### src/rtl/sprite_engine.sv
// rtl/sprite_engine.sv - clear-then-draw sprite controller driving a pixel-plot framebuffer
module sprite_engine #(
   parameter int         SCREEN_W    = 160,
   parameter int         SCREEN_H    = 120,
   parameter int         X_W         = 8,
   parameter int         Y_W         = 7,
   parameter int         SPR_W       = 4,
   parameter int         SPR_H       = 4,
   parameter int         START_X     = 80,
   parameter int         START_Y     = 50,
   parameter int         SPEED       = 1,
   parameter logic [2:0] FG_COLOUR   = 3'b010,
   parameter logic [2:0] BG_COLOUR   = 3'b000,
   parameter int         FRAME_TICKS = 833333
) (
   input  logic           CLOCK_50,
   input  logic           reset,
   input  logic           mv_left,
   input  logic           mv_right,
   input  logic           mv_up,
   input  logic           mv_down,
   output logic [X_W-1:0] x,
   output logic [Y_W-1:0] y,
   output logic [2:0]     colour,
   output logic           plot,
   output logic [X_W-1:0] pos_x,
   output logic [Y_W-1:0] pos_y,
   output logic           busy,
   output logic           frame_tick
);
   localparam int DIV_W = (FRAME_TICKS > 1) ? $clog2(FRAME_TICKS) : 1;
   localparam logic [DIV_W-1:0] DIV_LAST   = DIV_W'(FRAME_TICKS - 1);
   localparam logic [X_W-1:0]   SCR_X_LAST = X_W'(SCREEN_W - 1);
   localparam logic [Y_W-1:0]   SCR_Y_LAST = Y_W'(SCREEN_H - 1);
   localparam logic [X_W-1:0]   SPR_I_LAST = X_W'(SPR_W - 1);
   localparam logic [Y_W-1:0]   SPR_J_LAST = Y_W'(SPR_H - 1);
   localparam logic [X_W-1:0]   START_XV   = X_W'(START_X);
   localparam logic [Y_W-1:0]   START_YV   = Y_W'(START_Y);
   localparam logic [X_W:0]     MAX_X      = (X_W+1)'(SCREEN_W - SPR_W);
   localparam logic [Y_W:0]     MAX_Y      = (Y_W+1)'(SCREEN_H - SPR_H);
   localparam logic [X_W:0]     STEP_X     = (X_W+1)'(SPEED);
   localparam logic [Y_W:0]     STEP_Y     = (Y_W+1)'(SPEED);

   typedef enum logic [2:0] {S_CLEAR, S_DRAW, S_IDLE, S_MOVE, S_ERASE} state_t;

   state_t           state_q;
   logic [DIV_W-1:0] div_q;
   logic             pend_q;
   logic [X_W-1:0]   cnt_x_q;
   logic [Y_W-1:0]   cnt_y_q;
   logic [X_W-1:0]   nx_q;
   logic [Y_W-1:0]   ny_q;
   logic [X_W:0]     px, nx_d;
   logic [Y_W:0]     py, ny_d;

   // One guard bit on each axis so the step-and-clamp cannot wrap.
   always_comb begin
      px   = {1'b0, pos_x};
      py   = {1'b0, pos_y};
      nx_d = px;
      ny_d = py;
      if (mv_left && !mv_right)
         nx_d = (px < STEP_X) ? '0 : px - STEP_X;
      else if (mv_right && !mv_left)
         nx_d = (px + STEP_X > MAX_X) ? MAX_X : px + STEP_X;
      if (mv_up && !mv_down)
         ny_d = (py < STEP_Y) ? '0 : py - STEP_Y;
      else if (mv_down && !mv_up)
         ny_d = (py + STEP_Y > MAX_Y) ? MAX_Y : py + STEP_Y;
   end

   always_ff @(posedge CLOCK_50) begin
      if (reset) begin
         state_q    <= S_CLEAR;
         div_q      <= '0;
         pend_q     <= 1'b0;
         cnt_x_q    <= '0;
         cnt_y_q    <= '0;
         nx_q       <= START_XV;
         ny_q       <= START_YV;
         x          <= '0;
         y          <= '0;
         colour     <= 3'b000;
         plot       <= 1'b0;
         pos_x      <= START_XV;
         pos_y      <= START_YV;
         busy       <= 1'b1;
         frame_tick <= 1'b0;
      end else begin
         if (div_q == DIV_LAST) begin
            div_q      <= '0;
            frame_tick <= 1'b1;
         end else begin
            div_q      <= div_q + 1'b1;
            frame_tick <= 1'b0;
         end
         // A tick that lands while busy is remembered once; extras are lost.
         if (frame_tick && state_q != S_IDLE)
            pend_q <= 1'b1;
         plot <= 1'b0;

         case (state_q)
            S_CLEAR: begin
               plot   <= 1'b1;
               x      <= cnt_x_q;
               y      <= cnt_y_q;
               colour <= BG_COLOUR;
               if (cnt_x_q == SCR_X_LAST) begin
                  cnt_x_q <= '0;
                  if (cnt_y_q == SCR_Y_LAST) begin
                     cnt_y_q <= '0;
                     state_q <= S_DRAW;
                  end else begin
                     cnt_y_q <= cnt_y_q + 1'b1;
                  end
               end else begin
                  cnt_x_q <= cnt_x_q + 1'b1;
               end
            end
            S_DRAW, S_ERASE: begin
               plot   <= 1'b1;
               x      <= pos_x + cnt_x_q;
               y      <= pos_y + cnt_y_q;
               colour <= (state_q == S_DRAW) ? FG_COLOUR : BG_COLOUR;
               if (cnt_x_q == SPR_I_LAST) begin
                  cnt_x_q <= '0;
                  if (cnt_y_q == SPR_J_LAST) begin
                     cnt_y_q <= '0;
                     if (state_q == S_DRAW) begin
                        state_q <= S_IDLE;
                        busy    <= 1'b0;
                     end else begin
                        pos_x   <= nx_q;
                        pos_y   <= ny_q;
                        state_q <= S_DRAW;
                     end
                  end else begin
                     cnt_y_q <= cnt_y_q + 1'b1;
                  end
               end else begin
                  cnt_x_q <= cnt_x_q + 1'b1;
               end
            end
            S_IDLE: begin
               if (frame_tick || pend_q) begin
                  pend_q  <= 1'b0;
                  state_q <= S_MOVE;
                  busy    <= 1'b1;
               end
            end
            S_MOVE: begin
               nx_q <= nx_d[X_W-1:0];
               ny_q <= ny_d[Y_W-1:0];
               if (nx_d == px && ny_d == py) begin
                  state_q <= S_IDLE;
                  busy    <= 1'b0;
               end else begin
                  state_q <= S_ERASE;
               end
            end
            default: state_q <= S_CLEAR;
         endcase
      end
   end
endmodule

### config.mk
export PLATFORM = sky130hd
export DESIGN_NAME = sprite_engine
export DESIGN_NICKNAME = d
export VERILOG_FILES = /design/src/rtl/sprite_engine.sv
export SDC_FILE = /design/constraint.sdc
export NUM_CORES = 1
export LEC_CHECK = 0
export BUFFER_PORTS_ARGS = -buffer_cell sky130_fd_sc_hd__buf_2
export CAP_MARGIN = 20
export CORE_MARGIN = 2
export CORE_UTILIZATION = 45
export DETAILED_ROUTE_END_ITERATION = 6
export GPL_ROUTABILITY_DRIVEN = 0
export SYNTH_ARGS = -nofsm -noshare
export SYNTH_HDL_FRONTEND = slang
export SYNTH_SLANG_ARGS = --single-unit
### constraint.sdc
create_clock -name CLOCK_50 -period 3.74 [get_ports CLOCK_50]
set_clock_uncertainty 0.2 [all_clocks]
set_input_delay 0.374 -clock CLOCK_50 [delete_from_list [all_inputs] [get_ports CLOCK_50]]
set_output_delay 0.374 -clock CLOCK_50 [all_outputs]
set_load 0.03 [all_outputs]
==> results of run 1 <==
[cells in the final DEF (no fill, tap or decap), drive strengths merged, types with 3 or more instances in the layout]
| cell | instances |
|---|---|
| and3 | 8 |
| a211o | 11 |
| a21o | 10 |
| nand2b | 11 |
| and2 | 5 |
| dfxtp | 88 |
| a31oi | 5 |
| a311oi | 9 |
| a221oi | 7 |
| a32oi | 3 |
| mux2i | 15 |
| nor2 | 119 |
| o21ai | 33 |
| ha | 22 |
| a21oi | 45 |
| nand3 | 22 |
| o22ai | 4 |
| xnor2 | 19 |
| or4 | 5 |
| clkbuf | 10 |
| a211oi | 3 |
| nor2b | 16 |
| inv | 22 |
| nand4 | 13 |
| o21a | 3 |
| buf | 55 |
| nor3 | 27 |
| nand3b | 6 |
| nand4b | 4 |
| nand2 | 57 |
| xor2 | 24 |
| nor4 | 7 |
| o211ai | 4 |
| or3 | 8 |
| nor4b | 4 |
| a22oi | 6 |
[registers in the layout (all words and copies together), names as in the netlist]
signal      cells
div_q          20
cnt_x_q         8
nx_q            8
pos_x           8
x               8
cnt_y_q         7
ny_q            7
pos_y           7
y               7
state_q         3
busy            1
colour          1
frame_tick      1
pend_q          1
plot            1
[through the flow]
step | std cells | utilization, % | setup slack, ns
final | 889 | 51.1 | 0.263
after global routing | 889 | 51.1 | 0.0145
after CTS | 889 | 51.1 | 0.307
after detailed placement | 873 | 48.6 | 0.313
after global placement | 873 | 48.6 | 0.423
after floorplan | 718 | - | 0.316
[area by class of cell]
type / instances / area, µm² / area share, %
Multi-Input combinational cell: 564 / 3510 / 57.1
Sequential cell: 88 / 1760 / 28.7
Timing Repair Buffer: 55 / 315 / 5.13
Clock buffer: 10 / 229 / 3.73
Tap cell: 147 / 184 / 2.99
Clock inverter: 6 / 75.1 / 1.22
Inverter: 19 / 71.3 / 1.16
[cells by family (layout without fill, tap and decap cells)]
group,Yosys count,after routing
other,1,2
flip-flops,88,88
AND/OR/NAND/NOR,320,320
XOR/XNOR,43,43
adder cells (fa/ha/maj),24,24
buffers and inverters,66,90
AO/OA/AOI/OAI,160,160
multiplexers,15,15
[final timing paths]
kind | cells past startpoint | startpoint | slack (ns) | endpoint
worst max-delay path | 9 | pos_x[0] | 0.26 | busy
worst min-delay path | 2 | y[0] | 0.25 | y[0]
worst max register to register | 9 | pos_x[0] | 0.26 | busy
worst min register to register | 2 | y[0] | 0.25 | y[0]
[routing by layer]
layer | part of all wire, % | routed length [µm]
met5 | 0 | 0
met4 | 2.3 | 333
met3 | 6.0 | 885
met2 | 46 | 6780
met1 | 46 | 6710
[worst reg2reg max path, delay by kind of cell, from the launching register on]
family          cells  cell delay, ns
flops               1            0.75
simple gates        6            1.47
compound gates      3            0.96
[power breakdown]
group          internal (mW)  switching, mW  total, mW
combinational         0.0329         0.0654     0.0982
sequential             0.945         0.0101      0.955
clock                  0.529          0.410      0.940
total                   1.51          0.486       1.99
==> run_results.csv, run 1 <==
group,metric,value,unit
synthesis,synth_compound_area_share,19.4,%
power_and_ir_drop,ir_drop,158,µV
clocking,clock_latency,0.35,ns
global_route,grt_start_max_net_pins,39,
global_route,antenna_found_initial,0,
power_and_ir_drop,finalPower,1.99,mW
global_route,busiest_layer,"met2",
synthesis,synth_fa_ha_area_share,5.70,%
synthesis,synth_top_family_by_area,"simple AND/OR/NAND/NOR gates",
clocking,cts_resized,0,
synthesis,synth_most_common_cell,"nor2_1",
synthesis,yosysWarningCount,0,
worst_setup_path,cp_cell_sequence,"nand2_1 > or3_1 > and2_1 > a31oi_2 > nand2_1 > a221oi_1 > nor4b_2 > nand3_1 > a211o_1",
timing,slew-limit-headroom,45.7,%
power_and_ir_drop,power.leakage,2.34,nW
worst_setup_path,criticalPathCategory,"reg2reg",
placement,placedInstanceArea,5840,µm²
timing,tightestPinTransition,0.808,ns
global_route,met3_usage,3.37,%
synthesis,ys_async_sr_fraction,0,%
clocking,numCtsBuffers,9,
synthesis,yosysTopAreaCellShare,31.9,%
placement,dp_hpwl,10600,µm
die,fp-row-count,40,
clocking,cts.hold.buffers_added,0,
worst_setup_path,end_kind,"flop",
min_path,min-delay-path-class,"reg2reg",
timing,fin_crit_sh,93.0,%
drt,vias_per_cell,5.91,
cells_and_area,num_antenna_cells,0,
cells_and_area,nNetsFinal,767,
synthesis,yosysSeqAreaShare,31.9,%
drt,wl_per_cell,16.5,µm
worst_setup_path,cp_top_family,"simple AND/OR/NAND/NOR gates",
clocking,cts_tree,"yes",
die,die_x,115,µm
synthesis,synth_common_cells,"nor2_1 (118), dfxtp_1 (88), nand2_1 (57)",
synthesis,synth_area,5530,µm²
timing,slew_viol_final,0,
timing,tns,0,ns
die,start_util,46.0,%
worst_setup_path,slowest_stage,"dfxtp_1",
synthesis,synth_simple_gate_area_share,28.6,%
clocking,clkSlewWorstSetupHoldPaths,0.07,ns
drt,route.detailed.drc,0,
timing,finalHoldViolCount,0,
die,die_y,115,µm
global_route,grt_overflow,0,
synthesis,synth-seq-cells,88,
clocking,cts_max_level,3,
synthesis,synth_cells,717,
clocking,cts_post_setup_buffers_inserted,0,
synthesis,synth.area.mux_share,2.72,%
synthesis,synth_cell_type_count,67,
job,maxCapViolCount,0,
drt,vias,5257,
global_route,globalRouteMet1Util,30.7,%
die,io_pins,42,
synthesis,synth_top_cell_by_area,"dfxtp_1",
cells_and_area,fillCellCount,1156,
clocking,root_buffer,"clkbuf_16",
outcome,status,"complete, no violations",
timing,fmax,288,MHz
worst_setup_path,crit_required,3.78,ns
drt,firstDrtPassIters,5,
synthesis,synth_edf_count,0,
synthesis,ys.flop_type,"dfxtp_1",
timing,rsz0062_at_grt,"false",
die,coreArea,12000,µm²
global_route,grt_pass1_wl,24400,µm
placement,portBuffers,39,
cells_and_area,design_area,6140,µm²
global_route,use_met2,38.5,%
worst_setup_path,start_kind,"flop",
synthesis,avgSynthCellArea,7.71,µm²
global_route,grt_pass1_vias,4897,
drt,drt_iter0_drc,347,
timing,period_minus_slack,3.48,ns
clocking,clock_sinks,88,
worst_setup_path,path_buf_inv,0,
power_and_ir_drop,power_density,324,nW/µm²
drt,routed_wl,14700,µm
worst_setup_path,cp_slowest_stage_delay,0.75,ns
synthesis,synthTopCellsByArea,"dfxtp_1 (32%), nor2_1 (8.0%), ha_1 (5.0%)",
cells_and_area,area_growth,11.1,%
drt,final_antenna_net_count,0,
worst_setup_path,crit_path_frequent_cell,"nand2_1",
global_route,grt_usage,23.2,%
die,dieArea,13200,µm²
synthesis,synth_xor_area_share,6.81,%
clocking,cts.path.max_buffers,2,
timing,whs,0.253,ns
worst_setup_path,worstPathArrival,3.51,ns
timing,finalSetupViolations,0,
worst_setup_path,critPathMaxFanout,17,
cells_and_area,layout-drive-gt1-share,10.8,%
Note: power is estimated with default switching activity, not from simulation.
==> inputs of run 2 (changes only) <==
--- a/config.mk
+++ b/config.mk
@@ -7,6 +7,7 @@
 export LEC_CHECK = 0
 export BUFFER_PORTS_ARGS = -buffer_cell sky130_fd_sc_hd__buf_2
 export CAP_MARGIN = 20
+export CORE_ASPECT_RATIO = 0.5
 export CORE_MARGIN = 2
 export CORE_UTILIZATION = 45
 export DETAILED_ROUTE_END_ITERATION = 6
==> run 2 against run 1 <==
Via count is 1.5% lower. Largest power group unchanged. Hold slack better by 0.0026 ns. Cell area is 0.98% higher. Clock power shrank 3.5%. Combinational power barely moved. Wire length is 0.69% lower. Setup slack better by 0.016 ns. Non-clock buffer count grew 6. Die area up 0.40%. Sequential power hardly changed.
==> run_results.csv, run 2 (same netlist as run 1, synthesis figures left out) <==
group,metric,value,unit
timing,timing.final.ws_setup,0.279,ns
worst_setup_path,criticalPathCategory,"reg2reg",
drt,firstDrtPassIters,5,
cells_and_area,final_common_cell,"nor2_1",
drt,drt-met1-wl,7530,µm
timing,tns,0,ns
timing,finalHoldViolCount,0,
cells_and_area,nNetsFinal,773,
timing,slew-limit-headroom,37.6,%
die,coreArea,11900,µm²
cells_and_area,layout-drive-gt1-share,11.5,%
timing,finalSetupViolations,0,
clocking,cts_max_level,3,
clocking,cts.hold.buffers_added,0,
worst_setup_path,r2r_slack,0.28,ns
power_and_ir_drop,netSwitchingPower,463,µW
global_route,grt_overflow,0,
drt,top_layer_used,"met4",
min_path,holdPathEnd,"nx_q[3]",
power_and_ir_drop,combPwrFrac,5.1,%
worst_setup_path,start_kind,"flop",
timing,tightestPinTransition,0.934,ns
global_route,antenna_found_initial,0,
timing,rsz0062_at_grt,"false",
clocking,numCtsBuffers,9,
global_route,grt_start_max_net_pins,37,
worst_setup_path,worstPathArrival,3.49,ns
drt,route.detailed.drc,0,
power_and_ir_drop,ir_drop,243,µV
die,die_x,161,µm
drt,routed_wl,14600,µm
clocking,cts_tree,"yes",
min_path,hold_start,"nx_q[3]",
global_route,grt_usage,22.5,%
die,start_util,46.4,%
worst_setup_path,crit_required,3.76,ns
min_path,min-delay-path-class,"reg2reg",
power_and_ir_drop,internal-power,1.50,mW
timing,slew_viol_final,0,
die,die_y,82.4,µm
power_and_ir_drop,power.leakage,2.37,nW
placement,portBuffers,39,
clocking,root_buffer,"clkbuf_16",
worst_setup_path,critPathMaxFanout,6,
drt,wl_met2,6100,µm
drt,vias,5179,
drt,drt_iter0_drc,397,
clocking,cts_resized,0,
cells_and_area,num_antenna_cells,0,
power_and_ir_drop,switching_share,23.6,%
power_and_ir_drop,pwr-share-clk,46.2,%
die,io_pins,42,
worst_setup_path,end_kind,"flop",
placement,dpl_worst_slack,0.371,ns
timing,fmax,289,MHz
cells_and_area,largest_register_ffs,20,
placement,dp_hpwl,10500,µm
worst_setup_path,r2r_start,"pos_y[1]",
clocking,clock_latency,0.33,ns
drt,vias_per_cell,5.67,
cells_and_area,area_growth,12.2,%
global_route,grt_pass1_wl,24000,µm
global_route,grt_pass1_vias,4739,
timing,whs,0.256,ns
timing,period_minus_slack,3.46,ns
worst_setup_path,rr_worst_depth,10,
worst_setup_path,r2r-end,"busy",
power_and_ir_drop,power_density,316,nW/µm²
drt,final_antenna_net_count,0,
die,dieArea,13200,µm²
cells_and_area,final_cell_mix,"nor2_1 (117), dfxtp_1 (88), nand2_1 (57)",
min_path,holdPathStages,2,
drt,wl_per_cell,16.0,µm
outcome,status,"complete, no violations",
die,fp-row-count,28,
cells_and_area,largest-register,"div_q",
power_and_ir_drop,seqPwrFrac,48.7,%
clocking,clock_sinks,88,
clocking,clkSlewWorstSetupHoldPaths,0.06,ns
job,maxCapViolCount,0,
clocking,cts_post_setup_buffers_inserted,0,
timing,fin_crit_sh,92.5,%
drt,wl_met3,915,µm
clocking,cts.path.max_buffers,2,
-- run 2: cell count changes in the layout (fill, tap and decap cells not counted) --
| cell | before | now |
|---|---|---|
| inv_6 | 2 | 1 |
| clkinv_2 | 0 | 1 |
| buf_4 | 16 | 22 |
| clkinvlp_4 | 1 | 2 |
| inv_8 | 1 | 0 |
-- run 2: layer usage --
metal	global-route usage (%)	vias up
met5	0	-
met2	34.9	172
met3	4.10	6
li1	-	2603
met1	33.5	2398
met4	3.30	0
-- run 2: final cells by class --
cell class / count / area, µm²
sequential: 88 / 1760
inverter: 19 / 71.3
fill: 1149 / 5710
clock buffer: 10 / 229
tap: 165 / 206
multi-input combinational: 564 / 3510
timing repair buffer: 61 / 360
clock inverter: 6 / 67.6
-- run 2: worst max path at each step --
| stage | startpoint | endpoint | slack [ns] | cells past startpoint |
|---|---|---|---|---|
| after global placement | pos_y[1] | busy | 0.42 | 11 |
| after floorplan | pos_y[1] | busy | 0.32 | 13 |
| final | pos_y[1] | busy | 0.28 | 10 |
| after global routing | pos_y[1] | busy | 0.05 | 10 |
| after CTS | pos_y[1] | busy | 0.33 | 10 |
| after detailed placement | pos_y[1] | busy | 0.37 | 11 |
-- run 2: power by group through the flow --
stage          combinational (mW)  sequential [mW]  clock [mW]
6_report                    0.100            0.955       0.907
5_1_grt                     0.112            0.956       0.960
4_1_cts                    0.0993            0.955       0.926
3_5_place_dp               0.0984            0.976           0
3_3_place_gp               0.0993            0.976           0
2_1_floorplan              0.0701            0.978           0
-- run 2: critical path: stages, from the launching register on --
cell       delay [ns]
dfxtp_1          0.31
inv_1            0.11
ha_1             0.19
or3b_1           0.45
nor4_1           0.50
nor2_1           0.18
a2111oi_2        0.32
nand4_1          0.15
nor4b_2          0.49
nand3_1          0.17
a211o_1          0.28
-- run 2: through the flow --
stage	instance area [µm²]	power (mW)	util [%]	instances
after floorplan	5530	1.05	-	718
after global placement	5910	1.08	49.6	897
after detailed placement	5910	1.07	49.6	897
after CTS	6200	1.98	52.1	913
after global routing	6200	2.03	52.1	913
final	6200	1.96	52.1	913
==> inputs of run 3 (changes only) <==
--- a/config.mk
+++ b/config.mk
@@ -5,12 +5,12 @@
 export SDC_FILE = /design/constraint.sdc
 export NUM_CORES = 1
 export LEC_CHECK = 0
-export BUFFER_PORTS_ARGS = -buffer_cell sky130_fd_sc_hd__buf_2
 export CAP_MARGIN = 20
 export CORE_ASPECT_RATIO = 0.5
 export CORE_MARGIN = 2
 export CORE_UTILIZATION = 45
 export DETAILED_ROUTE_END_ITERATION = 6
+export DONT_BUFFER_PORTS = 1
 export GPL_ROUTABILITY_DRIVEN = 0
 export SYNTH_ARGS = -nofsm -noshare
 export SYNTH_HDL_FRONTEND = slang
==> run 3 against run 2 <==
Flip-flop and latch count stayed put. Via count fell by 1.9%. Clock power increased by 0.8%. Non-clock buffer count down 38. Cell count decreased by 4.2%. Hold slack lost 0.22 ns. Utilization decreased by 1.3 points. Combinational power fell by 14%. Setup slack worse by 0.0098 ns. Die area unchanged. Sequential power grew 0.5%. Fmax down 0.28%. Critical path type unchanged.
==> run_results.csv, run 3 (same netlist as run 1, synthesis figures left out) <==
group,metric,value,unit
drt,drt_iter0_drc,520,
timing,finalHoldViolCount,0,
timing,fmax,288,MHz
power_and_ir_drop,power_density,324,nW/µm²
drt,final_antenna_net_count,0,
worst_setup_path,crit_path_frequent_cell,"nor4b_2",
worst_setup_path,cp_cell_sequence,"inv_1 > ha_1 > or3b_1 > or4_4 > nor2_4 > nor2_1 > nor4b_2 > nand4_1 > nor4b_2 > nand3_1 > a211o_1",
worst_setup_path,criticalPathCategory,"reg2reg",
worst_setup_path,critPathMaxFanout,9,
cells_and_area,multiInputGateArea,3510,µm²
timing,tns,0,ns
die,die_y,82.4,µm
clocking,clock_sinks,88,
cells_and_area,final_cell_mix,"nor2_1 (117), dfxtp_1 (88), nand2_1 (57)",
global_route,grt_start_max_net_pins,58,
worst_setup_path,cp_slowest_stage_delay,0.54,ns
drt,wl_per_cell,16.2,µm
clocking,cts_max_level,3,
timing,slew_viol_final,0,
timing,finalSetupViolations,0,
timing,rsz0062_at_grt,"false",
die,io_pins,42,
worst_setup_path,end_kind,"flop",
timing,fin_crit_sh,92.8,%
global_route,grt_usage,22.1,%
worst_setup_path,slowest_stage,"or4_4",
min_path,min-delay-path-class,"in2reg",
power_and_ir_drop,finalPower,1.96,mW
power_and_ir_drop,netSwitchingPower,447,µW
power_and_ir_drop,pwr-share-clk,46.6,%
worst_setup_path,cp_top_family,"simple AND/OR/NAND/NOR gates",
power_and_ir_drop,ir_drop,319,µV
placement,portBuffers,0,
global_route,grt_overflow,0,
drt,vias_per_cell,5.81,
cells_and_area,seq_area,1760,µm²
die,dieArea,13200,µm²
power_and_ir_drop,seqPwrFrac,49.0,%
power_and_ir_drop,power.leakage,2.20,nW
clocking,clkSlewWorstSetupHoldPaths,0.07,ns
die,start_util,46.4,%
worst_setup_path,start_kind,"flop",
die,die_x,161,µm
global_route,antenna_found_initial,0,
global_route,grt_pass1_wl,23300,µm
job,maxCapViolCount,0,
drt,vias,5082,
cells_and_area,largest_register_ffs,20,
cells_and_area,layout-drive-gt1-share,7.04,%
clocking,clock_latency,0.34,ns
clocking,numCtsBuffers,9,
worst_setup_path,path_buf_inv,1,
cells_and_area,largest-register,"div_q",
cells_and_area,fillCellCount,1142,
power_and_ir_drop,combPwrFrac,4.4,%
die,fp-row-count,28,
clocking,root_buffer,"clkbuf_16",
placement,dp_hpwl,10300,µm
timing,slew-limit-headroom,45.3,%
worst_setup_path,crit_required,3.77,ns
worst_setup_path,worstPathArrival,3.50,ns
timing,whs,0.0373,ns
drt,route.detailed.drc,0,
global_route,grt_pass1_vias,4531,
timing,period_minus_slack,3.47,ns
outcome,status,"complete, no violations",
drt,firstDrtPassIters,5,
clocking,cts_tree,"yes",
die,coreArea,11900,µm²
power_and_ir_drop,switching_share,22.8,%
cells_and_area,nNetsFinal,735,
timing,tightestPinTransition,0.817,ns
clocking,cts.path.max_buffers,2,
cells_and_area,area_growth,9.48,%
cells_and_area,finish.utilization,50.8,%
clocking,cts_post_setup_buffers_inserted,0,
power_and_ir_drop,internal-power,1.51,mW
cells_and_area,final_common_cell,"nor2_1",
drt,routed_wl,14200,µm
cells_and_area,num_antenna_cells,0,
[run 3: path summary, 6_finish.rpt]
kind,from,to,slack [ns],depth (start not counted)
worst max-delay path,pos_y[0],busy,0.27,11
worst min-delay path,reset,cnt_x_q[4],0.04,2
worst max register to register,pos_y[0],busy,0.27,11
worst min register to register,nx_q[7],nx_q[7],0.26,2
[run 3: repair_timing]
item / CTS / global route
gates resized for setup: 0 / 1
endpoints found under the hold margin: 57 / 0
hold buffers: 1 / 0
setup endpoints to repair: 0 / 1
[run 3: per-stage QoR]
stage	instances	setup slack, ns	instance area (µm²)
final	875	0.269	6050
after global routing	875	0.000810	6050
after CTS	875	0.253	6050
after detailed placement	858	0.313	5710
after global placement	858	0.383	5710
after floorplan	718	0.316	5530
[run 3: per-layer routing]
metal	up-vias	GRT usage, %	share of wire (%)
li1	2537	-	-
met1	2374	31.2	49
met2	155	34.2	43
met3	16	4.70	6.4
met4	0	6.70	1.1
met5	-	0	0
[run 3: power groups by stage]
stage | combinational, mW | clock, mW | sequential (mW)
after global placement | 0.0727 | 0 | 0.981
after floorplan | 0.0701 | 0 | 0.978
after detailed placement | 0.0721 | 0 | 0.982
after global routing | 0.0970 | 0.974 | 0.961
after CTS | 0.0851 | 0.938 | 0.960
final | 0.0859 | 0.914 | 0.960
[run 3: layout make-up]
| class | instances | area share (%) |
|---|---|---|
| multi-input combinational | 564 | 58.1 |
| sequential | 88 | 29.1 |
| clock buffer | 10 | 3.95 |
| tap | 165 | 3.41 |
| timing repair buffer | 23 | 3.18 |
| inverter | 19 | 1.18 |
| clock inverter | 6 | 1.12 |
